File: src/rtl/ss_seq_master.sv
// Save-state sequencer: walks mapper registers 0..REG_CNT-1 with one synthetic M2 cycle each.
// Define SS_SEQ_VERIFY_EN to add a read-back verify pass after every load.
module ss_seq_master #(
    parameter int REG_CNT = 128,
    parameter int HALF    = 4
) (
    input  logic       clk,
    input  logic       rst_n,
    input  logic       cmd_save,
    input  logic       cmd_load,
    output logic       busy,
    output logic       done,
    output logic       err,
    output logic [7:0] buf_addr,
    output logic [7:0] buf_wdat,
    output logic       buf_we,
    input  logic [7:0] buf_rdat,
    output logic       ss_act,
    output logic       ss_we,
    output logic [7:0] ss_addr,
    output logic [7:0] ss_wdat,
    output logic       ss_m2,
    input  logic [7:0] ss_rdat
);
    localparam int            CW         = $clog2(HALF);
    localparam logic [CW-1:0] CNT_LAST   = CW'(HALF - 1);
    localparam logic [CW-1:0] FETCH_LAST = CW'(1);
    localparam logic [7:0]    IDX_LAST   = 8'(REG_CNT - 1);

    typedef enum logic [2:0] {
        IDLE,
        FETCH,
        SETUP,
        STROBE,
        STORE,
        NEXT,
`ifdef SS_SEQ_VERIFY_EN
        VERIFY,
`endif
        DONE
    } state_t;

    state_t        state_q, state_d;
    logic [7:0]    idx_q, idx_d;
    logic [CW-1:0] cnt_q, cnt_d;
    logic          load_q, load_d;
    logic [7:0]    wdat_q, wdat_d;
    logic [7:0]    samp_q, samp_d;
`ifdef SS_SEQ_VERIFY_EN
    logic          verify_q, verify_d;
    logic          err_q, err_d;
`endif

    always_ff @(posedge clk or negedge rst_n) begin
        if (!rst_n) begin
            state_q  <= IDLE;
            idx_q    <= '0;
            cnt_q    <= '0;
            load_q   <= 1'b0;
            wdat_q   <= '0;
            samp_q   <= '0;
`ifdef SS_SEQ_VERIFY_EN
            verify_q <= 1'b0;
            err_q    <= 1'b0;
`endif
        end else begin
            state_q  <= state_d;
            idx_q    <= idx_d;
            cnt_q    <= cnt_d;
            load_q   <= load_d;
            wdat_q   <= wdat_d;
            samp_q   <= samp_d;
`ifdef SS_SEQ_VERIFY_EN
            verify_q <= verify_d;
            err_q    <= err_d;
`endif
        end
    end

    always_comb begin
        state_d  = state_q;
        idx_d    = idx_q;
        cnt_d    = cnt_q;
        load_d   = load_q;
        wdat_d   = wdat_q;
        samp_d   = samp_q;
`ifdef SS_SEQ_VERIFY_EN
        verify_d = verify_q;
        err_d    = err_q;
`endif
        unique case (state_q)
            IDLE: begin
                // Save has priority when both commands arrive together.
                if (cmd_save || cmd_load) begin
                    load_d  = !cmd_save;
                    idx_d   = '0;
                    cnt_d   = '0;
                    state_d = cmd_save ? SETUP : FETCH;
`ifdef SS_SEQ_VERIFY_EN
                    verify_d = 1'b0;
                    err_d    = 1'b0;
`endif
                end
            end
            FETCH: begin
                if (cnt_q == FETCH_LAST) begin
                    cnt_d   = '0;
                    wdat_d  = buf_rdat;
                    state_d = SETUP;
`ifdef SS_SEQ_VERIFY_EN
                    if (verify_q) wdat_d = wdat_q;
`endif
                end else begin
                    cnt_d = cnt_q + 1'b1;
                end
            end
            SETUP: begin
                if (cnt_q == CNT_LAST) begin
                    cnt_d   = '0;
                    state_d = STROBE;
                end else begin
                    cnt_d = cnt_q + 1'b1;
                end
            end
            STROBE: begin
                if (cnt_q == CNT_LAST) begin
                    cnt_d   = '0;
                    samp_d  = ss_rdat;
                    state_d = load_q ? NEXT : STORE;
`ifdef SS_SEQ_VERIFY_EN
                    if (verify_q) state_d = VERIFY;
`endif
                end else begin
                    cnt_d = cnt_q + 1'b1;
                end
            end
            STORE: begin
                state_d = NEXT;
            end
            NEXT: begin
                // Terminal compare against REG_CNT-1 keeps the 8-bit index from wrapping.
                if (idx_q == IDX_LAST) begin
                    state_d = DONE;
`ifdef SS_SEQ_VERIFY_EN
                    if (load_q) begin
                        verify_d = 1'b1;
                        idx_d    = '0;
                        state_d  = FETCH;
                    end
`endif
                end else begin
                    idx_d   = idx_q + 8'd1;
                    state_d = load_q ? FETCH : SETUP;
                end
            end
`ifdef SS_SEQ_VERIFY_EN
            VERIFY: begin
                if (samp_q != buf_rdat) err_d = 1'b1;
                if (idx_q == IDX_LAST) begin
                    state_d = DONE;
                end else begin
                    idx_d   = idx_q + 8'd1;
                    state_d = FETCH;
                end
            end
`endif
            DONE: begin
                state_d = IDLE;
            end
            default: begin
                state_d = IDLE;
            end
        endcase
    end

    // Outputs decode straight from registered state so reset takes effect asynchronously.
    assign busy     = (state_q != IDLE) && (state_q != DONE);
    assign ss_act   = busy;
    assign done     = (state_q == DONE);
    assign ss_m2    = (state_q != STROBE);
    assign buf_we   = (state_q == STORE);
    assign buf_addr = idx_q;
    assign buf_wdat = samp_q;
    assign ss_addr  = idx_q;
    assign ss_wdat  = wdat_q;
`ifdef SS_SEQ_VERIFY_EN
    assign ss_we = load_q && !verify_q && ((state_q == SETUP) || (state_q == STROBE));
    assign err   = err_q;
`else
    assign ss_we = load_q && ((state_q == SETUP) || (state_q == STROBE));
    assign err   = 1'b0;
`endif

endmodule

File: config.mk
export PLATFORM = sky130hd
export DESIGN_NAME = ss_seq_master
export DESIGN_NICKNAME = d
export VERILOG_FILES = /design/src/rtl/ss_seq_master.sv
export SDC_FILE = /design/constraint.sdc
export NUM_CORES = 1
export LEC_CHECK = 0
export ABC_CLOCK_PERIOD_IN_PS = 1400
export BUFFER_PORTS_ARGS = -buffer_cell sky130_fd_sc_hd__buf_4
export CORE_ASPECT_RATIO = 0.7
export CORE_MARGIN = 10
export CORE_UTILIZATION = 31
export CTS_BUF_LIST = sky130_fd_sc_hd__clkbuf_16
export CTS_CLUSTER_SIZE = 40
export DETAILED_ROUTE_END_ITERATION = 10
export PLACE_DENSITY = 0.54
export SLEW_MARGIN = 40
export SYNTH_ARGS = -nofsm -noshare
export SYNTH_HDL_FRONTEND = slang
export SYNTH_SLANG_ARGS = --single-unit
File: constraint.sdc
create_clock -name clk -period 1.4 [get_ports clk]
set_input_delay 0.14 -clock clk [delete_from_list [all_inputs] [get_ports clk]]
set_output_delay 0.14 -clock clk [all_outputs]
set_load 0.05 [all_outputs]
==> metrics.md, run 1 <==
| Metric | Value |
|---|---|
| Core footprint | `4830 um^2` |
| Psw | `0.000484 W` |
| Cell count after synthesis | `145` |
| DP Wirelength | `~3.4 mm` |
| Largest net degree at the start of global routing | `31` |
| Failing checks | `setup timing` |
| Inst Count DP | `between 200 and 300` |
| TritonCTS clock tree | `built` |
| Row count | `21` |
| Synth cell types | `40` |
| GRT Overall Usage | `11.0%` |
| Leakage power | `roughly 1.2 nW` |
| Max Freq | `687 MHz` |
| Worst Path Max Fanout | `8` |
| Slew Limit Fails | `0` |
| Clock Root Buffer | `clkbuf_16` |
| WP data arrival | `1.61 ns` |
| Synth cell count leaders | `dfrtp_1, mux2_2, buf_4` |
| Worst vdd ir | `538 uV` |
| Combinational Power Share | `about 7.1%` |
| Layout cells sized above 1 | `69.7%` |
| Combinational family with the most area after synthesis | `simple AND/OR/NAND/NOR gates` |
| Post-Syn Area | `approximately 1600 um^2` |
| Top_reg_cell synth | `dfrtp_1` |
| Synth area leader | `dfrtp_1` |
| Net count reported at finish | `251` |
| Final setup fails | `17` |
| Sw Share | `about a quarter` |
| Dpl cell area | `between 2000 and 2500 um^2` |
| Die width | `105 um` |
| Fillers | `417` |
| Worst R2R Setup Slack | `-0.06 ns` |
| Drt wl/cell | `16.3 um` |
| Vias/cell | `4.97` |
| Buffers on Ports | `57` |
| Initial Util | `roughly a third` |
| Sequential cell area fraction in the yosys report | `47.7%` |
| Synth Area in Adders | `3.18%` |
| Top post-synthesis cells by area | `dfrtp_1, mux2_2, buf_4` |
| Xor/xnor share of the synthesized area | `0.556%` |
| Simple-Gate Fraction of Synth Area | `15.2%` |
| Max Root-Sink Buffers | `2` |
| Die ar. | `between 8000 and 9000 um^2` |
| Clk pin slew, worst setup/hold paths | `0.05 ns` |
| DRT Pass-1 Iters | `4` |
| Pre-CTS WS | `-0.102 ns` |
| Final Routed Wirelength | `4.83 mm` |
| IO Count | `59` |
| RSZ-0062 raised after global routing | `yes` |
| Hold WC Path Type | `input port to flop` |
| First-pass GRT wire length | `between 7 and 8 mm` |
| Top-count cell post-synth | `dfrtp_1` |
| Design area | `around 2700 um^2` |
| Pwr Density | `about 760 nW/um^2` |
| Startpoint types | `flop` |
| Sum Neg Setup Slack | `-0.624 ns` |
| #FFs+latches synth | `30` |
| Clock power share | `between 50 and 60%` |
| Drt initial violations | `59` |
| N_diodes | `0` |
| DRC Markers | `0` |
| Final period util | `104%` |
| Reg power frac | `42.8%` |
| Post-synth ARST share | `100%` |
| Ys Warns | `0` |
| Worst Setup End Kind | `flop` |
| Synth top area share | `47.7%` |
| Maxcap violations | `0` |
| CTS Buf Count | `5` |
| Initial antenna violation count | `0` |
| Worst path required time | `1.56 ns` |
| Final std cells w/o fill | `297` |
| Synth Area in Compound Gates | `13.0%` |
| H-Tree Level Count | `2` |
| Vias in the first global route | `1557` |
| Final hold vios | `0` |
| Routed Antenna Nets | `0` |
| Layout Skew | `0.00535 ns` |
| Status | `finished with violations` |
| Syn Area/Cell | `10.9 um^2` |
| Post-synthesis mux area share | `12.1%` |
| Clock tree sinks | `30` |
| Net Count, Synth | `169` |
| Min Clock Period, post-route | `between 1 and 1.5 ns` |
| Total gr overflow | `0` |
| Pint | `0.00159 W` |
| Setup WS post-layout | `-0.0561 ns` |
| Area added between synthesis and finish | `73.5%` |
| Via count | `1475` |
| Type of the worst setup path | `flop to flop` |
| Worst skew pair latency | `0.28 ns` |
| GPL Wtd Cong | `0.812` |
| Die height | `79.6 um` |
| Number of enable-type register cells in the synthesized netlist | `0` |
==> placed cells by master, fill, tap and decap left out, drive strengths merged, types with 2 or more instances in the layout <==
cell	count
o211ai	3
nor3b	2
mux2	16
clkinv	3
nand4	5
o22ai	3
buf	88
o21ai	10
nand3	6
ha	4
clkbuf	5
o31ai	3
nor2	3
a21oi	8
nand2b	2
dfrtp	30
nor3	6
nand2	4
nor2b	3
inv	7
==> what timing repair did <==
action / CTS / global route
cloned: 0 / 0
hold buffers: 1 / 0
endpoints found under the hold margin: 30 / 0
gates resized for setup: 32 / 19
setup endpoints to repair: 24 / 31
pin swaps: 5 / 6
setup buffers: 7 / 5
==> area by class of cell <==
cell class	instances	area, um^2	share of cell area (%)
Clock buffer	5	125	4.58
Inverter	8	31.3	1.15
Tap cell	69	86.3	3.16
Sequential cell	30	764	28.0
Clock inverter	3	16.3	0.596
Timing Repair Buffer	89	752	27.5
Multi-Input combinational cell	93	956	35.0
==> critical path, stage by stage (launching register included) <==
cell and delay (ns):
dfrtp_1 0.38, inv_2 0.08, ha_4 0.14, nand2_4 0.05
nor3b_4 0.22, buf_12 0.16, mux2_4 0.30
==> through the flow <==
step / hold slack, ns / utilization [%] / power (W)
after CTS: 0.0854 / 53.9 / 0.00208
after global placement: 0.0874 / 46.8 / 0.00104
after detailed placement: 0.101 / 46.8 / 0.00105
after global routing: 0.0949 / 56.5 / 0.00214
after floorplan: -0.156 / - / 0.000962
final: 0.0939 / 56.5 / 0.00207
==> power by group through the flow <==
stage	Combinational (W)	Sequential, W	Clock [W]
finish	0.000146	0.000886	0.00104
detailed placement	0.000145	0.000901	0
CTS	0.000148	0.000886	0.00105
global placement	0.000142	0.000900	0
global route	0.000157	0.000887	0.00109
floorplan	0.0000194	0.000942	0
==> layer usage <==
| layer | up-vias | routed length (um) | GRT usage [%] |
|---|---|---|---|
| met4 | 0 | 101 | 3.96 |
| met1 | 730 | 2090 | 12.3 |
| met5 | - | 0 | 0 |
| li1 | 681 | - | - |
| met2 | 55 | 2170 | 17.6 |
| met3 | 9 | 474 | 5.73 |
==> flip-flops by register name, indices dropped and copies added, names as in the netlist <==
signal / flops
state_q: 3
load_q: 1
ss_wdat: 8
buf_wdat: 8
cnt_q: 2
buf_addr: 8
==> cell families after synthesis <==
logic type,count (synthesis)
other,1
flip-flops,30
AO/OA/AOI/OAI,33
buffers and inverters,22
multiplexers,17
adder cells (fa/ha/maj),4
AND/OR/NAND/NOR,37
XOR/XNOR,1
==> path summary, 6_finish.rpt <==
path | startpoint | end | cells past startpoint
worst max-delay path | cnt_q[1]$_DFFE_PN0P_ | ss_wdat[3]$_DFFE_PN0P_ | 6
worst min-delay path | ss_rdat[5] | buf_wdat[5]$_DFFE_PN0P_ | 2
worst max register to register | cnt_q[1]$_DFFE_PN0P_ | ss_wdat[3]$_DFFE_PN0P_ | 6
worst min register to register | buf_wdat[7]$_DFFE_PN0P_ | buf_wdat[7]$_DFFE_PN0P_ | 1
max in group asynchronous | rst_n | buf_addr[1]$_DFFE_PN0P_ | 2
min in group asynchronous | rst_n | ss_wdat[1]$_DFFE_PN0P_ | 2
Note: power is estimated with default switching activity, not from simulation.
==> run 2, diff against run 1 <==
SETUP_SLACK_MARGIN = 0.2   (was default)
==> metrics.md, run 2 (synthesized netlist as in run 1, its figures left out) <==
| Metric | Value |
|---|---|
| Maxcap violations | `0 (unchanged)` |
| Pwr Density | `698 nW/um^2 (-8.0%)` |
| Area added between synthesis and finish | `89.3%` |
| Final hold vios | `0 (unchanged)` |
| Core footprint | `4830 um^2 (unchanged)` |
| Highest-count cells in the layout ignoring fill and taps | `buf_4, buf_6, dfrtp_1, mux2_4, dfrtp_2` |
| CTS Buf Count | `5 (unchanged)` |
| Die height | `79.6 um (unchanged)` |
| Routed Antenna Nets | `0 (unchanged)` |
| Pre-CTS WS | `-0.0732 ns (+0.0288 ns)` |
| Worst path required time | `1.26 ns (-0.30 ns)` |
| Metal2 WL | `2.55 mm (+18%)` |
| DRC Markers | `0 (unchanged)` |
| TritonCTS clock tree | `built` |
| Worst vdd ir | `451 uV (-16%)` |
| Drt initial violations | `44 (-25%)` |
| DP Wirelength | `3.35 mm (-0.82%)` |
| Largest net degree at the start of global routing | `31 (unchanged)` |
| Dpl cell area | `2320 um^2 (+2.3%)` |
| Clk pin slew, worst setup/hold paths | `0.05 ns (about the same)` |
| Via count | `1491 (+1.1%)` |
| Metal-1 WL | `2.08 mm (-0.29%)` |
| Total gr overflow | `0 (unchanged)` |
| H-Tree Level Count | `2 (unchanged)` |
| Vias/cell | `4.87 (-1.9%)` |
| Layout Skew | `0.00357 ns (-0.00178 ns)` |
| Top delay family on crit path | `buffers and inverters` |
| RSZ-0062 raised after global routing | `yes` |
| Min Clock Period, post-route | `1.47 ns (+0.0140 ns)` |
| Setup WS post-layout | `-0.0700 ns (-0.0140 ns)` |
| Type of the worst setup path | `flop to output pin` |
| Net count reported at finish | `260 (+3.6%)` |
| Most common cell after layout, fill and taps aside | `buf_4` |
| DRT Pass-1 Iters | `4 (unchanged)` |
| Layout cells sized above 1 | `74.3% (+4.5 points)` |
| Startpoint types | `flop` |
| Max Freq | `680 MHz (-0.95%)` |
| Fillers | `394 (-5.5%)` |
| Sum Neg Setup Slack | `-0.705 ns (-0.0809 ns)` |
| Worst skew pair latency | `0.28 ns (about the same)` |
| IO Count | `59 (unchanged)` |
| GPL Wtd Cong | `0.834 (+2.7%)` |
| Worst Path Max Fanout | `4 (-4)` |
| Final setup fails | `16 (-1)` |
| Initial Util | `32.6% (unchanged)` |
| GRT Overall Usage | `11.3% (+0.32 points)` |
| Final Routed Wirelength | `5.12 mm (+6.1%)` |
| N_diodes | `0 (unchanged)` |
| Clock Root Buffer | `clkbuf_16` |
| Worst Path Buf+Inv | `4 (+2)` |
| CP Cell Sequence | `buf_12 > inv_8 > buf_6 > nor3_4 > buf_6` |
| Leakage power | `1.35 nW (+9.8%)` |
| Slowest-stage cell, CP | `dfrtp_2` |
| Clock tree sinks | `30 (unchanged)` |
| Max Root-Sink Buffers | `2 (unchanged)` |
| Status | `finished with violations` |
| Critical Path Max Stage Delay | `0.39 ns (about the same)` |
| Final period util | `105% (+1.0 points)` |
| Hold WC Path Type | `input port to flop` |
| Failing checks | `setup timing` |
| Slew Limit Fails | `0 (unchanged)` |
| Row count | `21 (unchanged)` |
| Area of the multi-input gates | `1030 um^2 (+7.7%)` |
| Die width | `105 um (unchanged)` |
| Design area | `2980 um^2 (+9.1%)` |
| Buffers on Ports | `57 (unchanged)` |
| Reg area | `766 um^2 (+0.16%)` |
| Initial antenna violation count | `0 (unchanged)` |
| Die ar. | `8370 um^2 (unchanged)` |
| Top routing layer used | `met4` |
| CP most frequent cell | `buf_6` |
| Met3 WL | `396 um (-16%)` |
| First-pass GRT wire length | `7.75 mm (+3.5%)` |
| Worst Setup End Kind | `output pin` |
| Drt wl/cell | `16.7 um (+2.9%)` |
| Vias in the first global route | `1615 (+3.7%)` |
| WP data arrival | `1.33 ns (-0.28 ns)` |
run 2: changes by cell type in the layout (fill, tap and decap cells not counted), moves of 2 or more:
cell	delta
o21ai_1	+4
buf_4	-12
a21oi_2	+2
o21ai_0	-5
mux2_4	+7
mux2_2	-7
inv_4	+2
buf_6	+18
a21oi_1	-2
buf_8	+2
run 2: metrics by stage:
step	hold WS (ns)	total power [W]	utilization (%)	std cells
detailed placement	0.101	0.00105	47.9	280
CTS	0.0869	0.00210	56.2	296
finish	0.0915	0.00208	61.6	306
global route	0.0883	0.00216	61.6	306
floorplan	-0.156	0.000962	-	145
global placement	0.0953	0.00104	47.9	280
run 2: path summary, 6_finish.rpt:
kind,start,endpoint,slack [ns],depth (start not counted)
max,state_q[2]$_DFFE_PN0P_,buf_we,-0.07,5
min,buf_rdat[1],ss_wdat[1]$_DFFE_PN0P_,0.09,2
max in group asynchronous,rst_n,state_q[2]$_DFFE_PN0P_,0.76,2
min reg2reg,buf_wdat[0]$_DFFE_PN0P_,buf_wdat[0]$_DFFE_PN0P_,0.51,1
max reg2reg,state_q[1]$_DFFE_PN0P_,buf_addr[3]$_DFFE_PN0P_,-0.06,4
min in group asynchronous,rst_n,buf_addr[0]$_DFFE_PN0P_,0.34,2
run 2: worst reg2reg max path: stages (launching register included):
cell and delay, ns:
dfrtp_2 0.46, and3b_2 0.31, nand4_4 0.12, or3_4 0.38
a21oi_2 0.12
run 2: power breakdown:
part | switching, W | leakage, nW | internal (W)
Combinational | 0.0000887 | 0.934 | 0.0000653
Sequential | 0.00000741 | 0.353 | 0.000880
Clock | 0.000391 | 0.0672 | 0.000647
run 2: area by class of cell:
cell class / count / area share [%]
Tap cell: 69 / 2.90
Clock buffer: 5 / 4.20
Sequential cell: 30 / 25.7
Multi-Input combinational cell: 93 / 34.6
Clock inverter: 3 / 0.546
Timing Repair Buffer: 98 / 30.7
Inverter: 8 / 1.43
run 2: timing repair:
action | in CTS | in global routing
gates resized for setup | 50 | 48
endpoints found under the setup margin | 37 | 46
pin swaps | 10 | 14
hold buffers | 1 | 0
endpoints found under the hold margin | 30 | 0
gates cloned | 0 | 0
setup buffers | 7 | 10
run 2: per-layer routing:
metal / vias to the layer above / track usage [%]
met1: 721 / 12.4
li1: 707 / -
met3: 13 / 5.32
met2: 50 / 18.6
met4: 0 / 4.64
met5: - / 0
